<file path="config.mk">
export PLATFORM = sky130hd
export DESIGN_NAME = pipo_share_arb
export DESIGN_NICKNAME = d
export VERILOG_FILES = /design/src/rtl/pipo_share_arb.sv
export SDC_FILE = /design/constraint.sdc
export NUM_CORES = 1
export LEC_CHECK = 0
export ABC_AREA = 1
export ABC_CLOCK_PERIOD_IN_PS = 2600
export BUFFER_PORTS_ARGS = -buffer_cell sky130_fd_sc_hd__buf_2
export CORE_MARGIN = 3
export CORE_UTILIZATION = 35
export CTS_BUF_LIST = sky130_fd_sc_hd__clkbuf_8
export CTS_CLUSTER_SIZE = 12
export DETAILED_ROUTE_END_ITERATION = 8
export PLACE_DENSITY = 0.6
export SYNTH_ARGS = -nofsm -noshare
export SYNTH_HDL_FRONTEND = slang
export SYNTH_SLANG_ARGS = --single-unit
</file>
<file path="constraint.sdc">
create_clock -name clk -period 2.6 [get_ports clk]
set_input_delay 0.26 -clock clk [delete_from_list [all_inputs] [get_ports clk]]
set_output_delay 0.26 -clock clk [all_outputs]
set_load 0.02 [all_outputs]
</file>
<file path="src/rtl/pipo_share_arb.sv">
// pipo_share_arb: round-robin arbiter feeding a single-entry holding register.
// NREQ producers compete for one WIDTH-bit slot. The held word is tagged with
// the index of its writer and drained by one consumer over valid/ready.
module pipo_share_arb #(
  parameter int WIDTH = 8,
  parameter int NREQ  = 4,
  parameter int IDW   = 2
) (
  input  logic                  clk,
  input  logic                  rst_n,
  input  logic [NREQ-1:0]       req,
  input  logic [NREQ*WIDTH-1:0] req_data,
  output logic [NREQ-1:0]       gnt,
  input  logic                  flush,
  output logic                  out_valid,
  input  logic                  out_ready,
  output logic [WIDTH-1:0]      out_data,
  output logic [IDW-1:0]        out_id,
  output logic [15:0]           xfer_cnt
);

  typedef enum logic {
    S_EMPTY = 1'b0,
    S_FULL  = 1'b1
  } state_t;

  state_t             r_state;
  state_t             w_state_nxt;
  logic [WIDTH-1:0]   r_data;
  logic [IDW-1:0]     r_id;
  logic [IDW-1:0]     r_ptr;
  logic [15:0]        r_xfer_cnt;

  logic               w_load_open;
  logic               w_pop;
  logic               w_hit;
  logic [2*NREQ-1:0]  w_req_rot;
  logic [IDW:0]       w_sum;
  logic [IDW-1:0]     w_gnt_id;
  logic [IDW-1:0]     w_ptr_nxt;
  logic [NREQ-1:0]    w_gnt;
  logic [WIDTH-1:0]   w_gnt_word;

  // The slot can take a new word when empty, or when the current word leaves
  // this cycle. Gating with rst_n keeps gnt low throughout reset.
  assign w_load_open = rst_n && !flush && ((r_state == S_EMPTY) || out_ready);
  assign w_pop       = (r_state == S_FULL) && out_ready && !flush;

  // Rotate requests so bit 0 is the requester at ptr; the lowest set bit wins.
  assign w_req_rot = {req, req} >> r_ptr;

  // Find the first requester at or after ptr and translate back to its index
  always_comb begin
    w_hit    = 1'b0;
    w_sum    = '0;
    for (int j = 0; j < NREQ; j++) begin
      if (!w_hit && w_req_rot[j]) begin
        w_hit = 1'b1;
        w_sum = {1'b0, r_ptr} + (IDW+1)'(j);
      end
    end
    if (w_sum >= (IDW+1)'(NREQ)) begin
      w_sum = w_sum - (IDW+1)'(NREQ);
    end
    w_hit    = w_hit && w_load_open;
    w_gnt_id = w_sum[IDW-1:0];
  end

  // One-hot grant, the granted word, and the pointer that follows the winner
  always_comb begin
    w_gnt      = '0;
    w_gnt_word = '0;
    w_ptr_nxt  = r_ptr;
    if (w_hit) begin
      w_gnt     = NREQ'(1) << w_gnt_id;
      w_ptr_nxt = (w_gnt_id == IDW'(NREQ-1)) ? '0 : (w_gnt_id + IDW'(1));
    end
    for (int i = 0; i < NREQ; i++) begin
      if (w_gnt[i]) begin
        w_gnt_word = req_data[i*WIDTH +: WIDTH];
      end
    end
  end

  // Next state: flush empties, a grant fills, an unreplaced pop empties
  always_comb begin
    w_state_nxt = r_state;
    case (r_state)
      S_EMPTY: if (w_hit) w_state_nxt = S_FULL;
      S_FULL: begin
        if (flush)          w_state_nxt = S_EMPTY;
        else if (w_hit)     w_state_nxt = S_FULL;
        else if (out_ready) w_state_nxt = S_EMPTY;
      end
      default: w_state_nxt = S_EMPTY;
    endcase
  end

  // State, held word, round-robin pointer and transfer counter
  always_ff @(posedge clk or negedge rst_n) begin
    if (!rst_n) begin
      r_state    <= S_EMPTY;
      r_data     <= '0;
      r_id       <= '0;
      r_ptr      <= '0;
      r_xfer_cnt <= '0;
    end else begin
      r_state <= w_state_nxt;
      if (w_hit) begin
        r_data <= w_gnt_word;
        r_id   <= w_gnt_id;
        r_ptr  <= w_ptr_nxt;
      end
      if (w_pop) begin
        r_xfer_cnt <= r_xfer_cnt + 16'd1;
      end
    end
  end

  assign gnt       = w_gnt;
  assign out_valid = (r_state == S_FULL);
  assign out_data  = r_data;
  assign out_id    = r_id;
  assign xfer_cnt  = r_xfer_cnt;

endmodule
</file>
==> flow_summary.yaml, run 1 <==
clock_tree:
  ctsHoldBuffers: 0
  clock_sinks: 29
  numCtsBuffers: 5
  cts_root_buf: "clkbuf_8"
  path_clk_slew_ps: 60
  cts_tree: "done"
  cts_max_level: 2
  cts_max_path_buffers: 2
  clock_latency_ps: 280
setup_path:
  crit_fanout: 7
  cp.arrival_ps: 2180
  worst-setup-path-type: "flop to output pin"
  crit_slowest_cell: "dfrtp_2"
  crit_buf_inv: 5
  critPathCaptureType: "output pin"
  cp-start-kind: "flop"
  path_common_cell: "nand2_1"
  required_ps: 2340
  cp_top_family: "simple AND/OR/NAND/NOR gates"
  cp_slowest_stage_delay_ps: 460
  cp_cell_sequence: "inv_4, nand2_1, nand3_1, nand2_2, inv_2, nand2_1, nor2_2, nand2_1, nand2_1, nand2_2, inv_2, ha_1, inv_2, nor2_8, buf_4"
die:
  start_util: 0.3737
  dieArea_um2: 6563
  fp.dieH_um: 81.01
  die_x_um: 81.01
  fp.coreArea_um2: 5270
  rows: 26
  io_pins: 71
timing:
  fmax_mhz: 409.1
  slew_headroom: 0.7586
  worst_slack_ps: 155.9
  skew_ps: 3.006
  setup_viol: 0
  tightest_slew_ps: 362.1
  period_minus_slack_ps: 2444
  slew_viol_final: 0
  finalCritPeriodShare: 0.9400
  hold_violations: 0
global_route:
  grt_pass1_wl_um: 7624
  grt_usage: 0.1501
  antenna_found_initial: 0
  grt_start_max_net_pins: 30
  grt_pass1_vias: 1799
  grt_overflow: 0
power:
  p_sw_frac: 0.4828
  cellPowerDensity_nw_per_um2: 999.7
  p_int_mw: 1.322
  combPwrFrac: 0.590
  ir_worst_vdd_uv: 410.4
  net-switching-power_mw: 1.234
  p_seq_frac: 0.252
  clockPowerShare: 0.157
  finalPower_mw: 2.556
  p_leak_nw: 1.504
synthesis:
  avgSynthCellArea_um2: 7.267
  synth.distinct_cells: 30
  syn_nets: 316
  syn_area_um2: 1969
  synthFlopType: "dfrtp_1"
  ys_seq_area_frac: 0.3685
  synth_cells: 271
  synth_edf_count: 0
  async_reset_ff_frac: 1.000
  synth-seq-cells: 29
  ys_warn_count: 0
route:
  drc: 0
  firstDrtPassIters: 5
  routed-via-count: 1914
  drt-total-wl_um: 4654
  ant_nets: 0
  wl_per_cell_um: 11.08
  viasPerCell: 4.557
  drt_iter0_drc: 113
worst_hold_path:
  hold_class: "primary input to asynchronous set/reset pin"
job:
  maxCapViolCount: 0
layout:
  post-route-util: 0.4850
  syn_to_final_growth_pct: 29.80
  drive_gt1_frac: 0.3286
  nNetsFinal: 394
  stdcell_area_um2: 2556
  n_antenna_cell: 0
placement:
  numPortBuffers: 70
  dpl.hpwl_um: 3619
  placed_cell_area_um2: 2375
  place_congestion: 0.7682
  dp_slack_ps: 192.8
outcome:
  status: "finished, final reports clean"
placed cells by master (no fill, tap or decap), types with 2 or more instances in the layout:
| cell type | n |
|---|---|
| xor2_1 | 3 |
| nand4_1 | 20 |
| xnor2_1 | 11 |
| nor2_2 | 4 |
| a21oi_1 | 3 |
| clkbuf_8 | 7 |
| buf_2 | 69 |
| nor2_1 | 37 |
| nand2_1 | 76 |
| o21ai_0 | 3 |
| nand2_2 | 4 |
| ha_2 | 2 |
| dfrtp_1 | 27 |
| buf_4 | 10 |
| dfrtp_2 | 2 |
| ha_1 | 2 |
| inv_2 | 6 |
| inv_1 | 32 |
| nand3_1 | 19 |
layer usage:
metal / wire, um / global-route usage / vias up
li1: - / - / 1008
met1: 2095 / 0.1868 / 853
met2: 2267 / 0.2537 / 50
met3: 269 / 0.04656 / 3
met4: 21 / 0.03547 / 0
met5: 0 / 0 / -
cell usage after synthesis (3+ instances only):
cell	n	area, um2
nand2_2	3	18.77
nor2_2	3	18.77
nor2_1	38	142.6
inv_1	36	135.1
a21oi_1	3	15.01
xor2_1	3	26.28
nand2_1	77	289.0
xnor2_1	11	96.34
nand3_1	19	95.09
ha_1	5	62.56
dfrtp_1	29	725.7
nand4_1	20	125.1
o21ai_0	3	15.01
what timing repair did:
action                                  4_1_cts  5_1_grt
pin swaps                                     1        1
endpoints found under the setup margin        2        4
buffers inserted                              1        5
hold endpoints to repair                      0        0
resized for setup                             2       12
final cells by class:
cell class                 count  area (um2)
fill                         561        2714
multi-input combinational    195        1070
timing repair buffer          79       420.4
tap                           70       87.58
sequential                    29       728.2
clock buffer                   7       96.34
clock inverter                 1       5.005
inverter                      39       148.9
through the flow:
| step | TNS, ps | std cells | hold slack [ps] |
|---|---|---|---|
| after floorplan | 0 | 271 | -35.59 |
| after global placement | 0 | 406 | 340.8 |
| after detailed placement | 0 | 406 | 335.1 |
| after CTS | 0 | 415 | 32.71 |
| after global routing | -19.55 | 420 | 37.47 |
| final | 0 | 420 | 16.38 |
state kept, by name, summed over array words and instances (netlist names):
signal / cells
xfer_cnt: 16
out_data: 8
out_id: 2
r_ptr: 2
out_valid: 1
worst paths after layout:
check                             startpoint           end  slack, ps  depth (start not counted)
worst max-delay path                r_ptr[0]        gnt[3]        160                         15
worst min-delay path                   rst_n   xfer_cnt[6]         20                          2
worst max register to register      r_ptr[0]   out_data[2]        350                         17
worst min register to register  xfer_cnt[15]  xfer_cnt[15]        470                          1
max in group asynchronous              rst_n      r_ptr[0]       2290                          2
min in group clk                       flush     out_valid        180                          2
kinds of logic after synthesis:
kind of cell               share of synthesized area
AOI/OAI and AO/OA                            0.01842
xor gates and xnor gates                     0.07052
adders and majority gates                    0.03177
DFF                                           0.3685
buffers and inverters                         0.1036
and+or+nand+nor                               0.4072
power by group through the flow:
| stage | registers (mW) | logic (mW) | clock network [mW] |
|---|---|---|---|
| after floorplan | 0.709 | 0.989 | 0 |
| after global placement | 0.653 | 1.36 | 0 |
| after detailed placement | 0.651 | 1.37 | 0 |
| after CTS | 0.645 | 1.39 | 0.413 |
| after global routing | 0.662 | 1.69 | 0.441 |
| final | 0.645 | 1.51 | 0.402 |
worst register-to-register path: stages, from the launching register on:
cell and delay (ps):
dfrtp_2 460, inv_4 100, nand2_1 50, nand3_1 110, nand2_2 90, inv_2 80, nand2_1 60, nor2_2 100
nand3_1 80, nand2_1 150, inv_2 80, ha_2 210, buf_4 180, nor2_1 110, nand4_1 100, nand3_1 120
nand2_1 70, nand2_1 50
Power figures use the tool's default switching activity.
==> inputs of run 2 (changes only) <==
Settings changed: CELL_PAD_IN_SITES_DETAIL_PLACEMENT set to 0, CELL_PAD_IN_SITES_GLOBAL_PLACEMENT set to 1, PLACE_DENSITY 0.6 to 0.81.
==> run 2 against run 1 <==
Effect of this change:
- first-iteration DRC count fell by 11%
- sequential cell count did not move
- final cell count rose by 0.48%
- global-route usage rose by 0.30 points
- via count barely moved
- sequential power rose by 0.9%
- hold slack got worse by 13 ps
- utilization rose by 0.19 points
- power rose by 1.7%
- largest cell class unchanged
==> flow_summary.yaml, run 2 (same netlist as run 1, synthesis figures left out) <==
timing:
  tightest_slew_ps: 373.3
  slew_viol_final: 0
  hold_violations: 0
  rsz0062_at_grt: "yes"
  setup_viol: 0
  finalCritPeriodShare: 0.9417
  skew_ps: 9.249
  slew_headroom: 0.7512
  fmax_mhz: 408.4
  period_minus_slack_ps: 2448
  holdWs_ps: 3.608
global_route:
  busiest_layer: "met2"
  grt_pass1_vias: 1750
  grt.met2_usage: 0.2356
  globalRouteMet1Util: 0.2134
  grt_util_met3: 0.04545
  grt_overflow: 0
  antenna_found_initial: 0
  grt_start_max_net_pins: 30
  grt_pass1_wl_um: 7852
  grt_usage: 0.1531
route:
  wl_per_cell_um: 11.58
  routed-via-count: 1915
  drt-total-wl_um: 4885
  drc: 0
  viasPerCell: 4.538
  drt_iter0_drc: 101
  ant_nets: 0
  firstDrtPassIters: 4
clock_tree:
  cts_tree: "done"
  path_clk_slew_ps: 70
  clock_sinks: 29
  cts_max_level: 2
  cts_root_buf: "clkbuf_8"
  clock_latency_ps: 280
  numCtsBuffers: 5
  cts_max_path_buffers: 2
  ctsHoldBuffers: 0
layout:
  multiInputGateArea_um2: 1077
  drive_gt1_frac: 0.3295
  final_common_cell: "nand2_1"
  post-route-util: 0.4869
  seqCellArea_um2: 728.2
  nNetsFinal: 396
  n_antenna_cell: 0
  nFillCells: 602
  final_cell_mix: "75 x nand2_1, 68 x buf_2, 37 x nor2_1, 34 x inv_1, 27 x dfrtp_1"
  largest_register_ffs: 16
  syn_to_final_growth_pct: 30.30
power:
  cellPowerDensity_nw_per_um2: 1013
  p_int_mw: 1.324
  clockPowerShare: 0.135
  combPwrFrac: 0.615
  ir_worst_vdd_uv: 438.1
  p_leak_nw: 1.515
  p_sw_frac: 0.4906
  p_seq_frac: 0.251
  net-switching-power_mw: 1.275
outcome:
  status: "finished, final reports clean"
die:
  dieArea_um2: 6563
  fp.coreArea_um2: 5270
  die_x_um: 81.01
  start_util: 0.3737
  io_pins: 71
  fp.dieH_um: 81.01
  rows: 26
setup_path:
  crit_buf_inv: 6
  cp_top_family: "buffers and inverters"
  cp_slowest_stage_delay_ps: 470
  path_common_cell: "inv_1"
  cp.arrival_ps: 2190
  worst-setup-path-type: "flop to output pin"
  required_ps: 2340
  critPathCaptureType: "output pin"
  cp_cell_sequence: "inv_2, nand3_1, nand2_1, inv_1, nand4_1, inv_1, nor2_1, nand2_1, inv_1, ha_4, inv_1, nor2_1, buf_2"
  cp-start-kind: "flop"
  crit_slowest_cell: "dfrtp_2"
  crit_fanout: 9
placement:
  numPortBuffers: 70
  place_congestion: 0.7868
  dpl.hpwl_um: 3695
job:
  maxCapViolCount: 0
worst_hold_path:
  hold_class: "primary input to asynchronous set/reset pin"
-- run 2: area by class of cell --
class | count | share of cell area
clock buffer | 5 | 0.02682
timing repair buffer | 81 | 0.1721
inverter | 39 | 0.05802
tap | 70 | 0.03413
multi-input combinational | 195 | 0.4198
sequential | 29 | 0.2838
clock inverter | 3 | 0.005363
-- run 2: layer usage --
metal	wire length, um	share of wire
met1	2330	0.48
met2	2269	0.46
met3	267	0.055
met4	17	0.0035
met5	0	0
-- run 2: timing repair --
item                                    CTS  global route
pin swaps                                 1             1
gates resized for setup                   3            13
setup buffers                             1             7
endpoints found under the setup margin    3             8
-- run 2: path summary, 6_finish.rpt --
path,slack (ps),endpoint,startpoint,cells past startpoint
min in group clk,180,out_valid,flush,2
hold / removal,4,xfer_cnt[2],rst_n,2
max in group asynchronous,2300,r_ptr[0],rst_n,2
hold reg to reg,500,xfer_cnt[7],xfer_cnt[7],1
setup / recovery,150,gnt[0],r_ptr[1],13
setup reg to reg,320,out_data[0],r_ptr[0],17
-- run 2: metrics by stage --
stage	std cells	setup slack (ps)	TNS, ps	total power, mW	cell area [um2]
after floorplan	271	75.80	0	1.698	1969
after global placement	406	184.1	0	2.023	2375
after detailed placement	406	162.7	0	2.033	2375
after CTS	415	11.69	0	2.412	2469
after global routing	422	-40.40	-101.2	2.838	2566
final	422	151.5	0	2.600	2566
-- run 2: power groups by stage --
stage	Sequential, mW	Combinational (mW)	Clock [mW]
3_5_place_dp	0.656	1.38	0
3_3_place_gp	0.651	1.37	0
6_report	0.651	1.60	0.351
4_1_cts	0.649	1.40	0.360
2_1_floorplan	0.709	0.989	0
5_1_grt	0.672	1.78	0.382
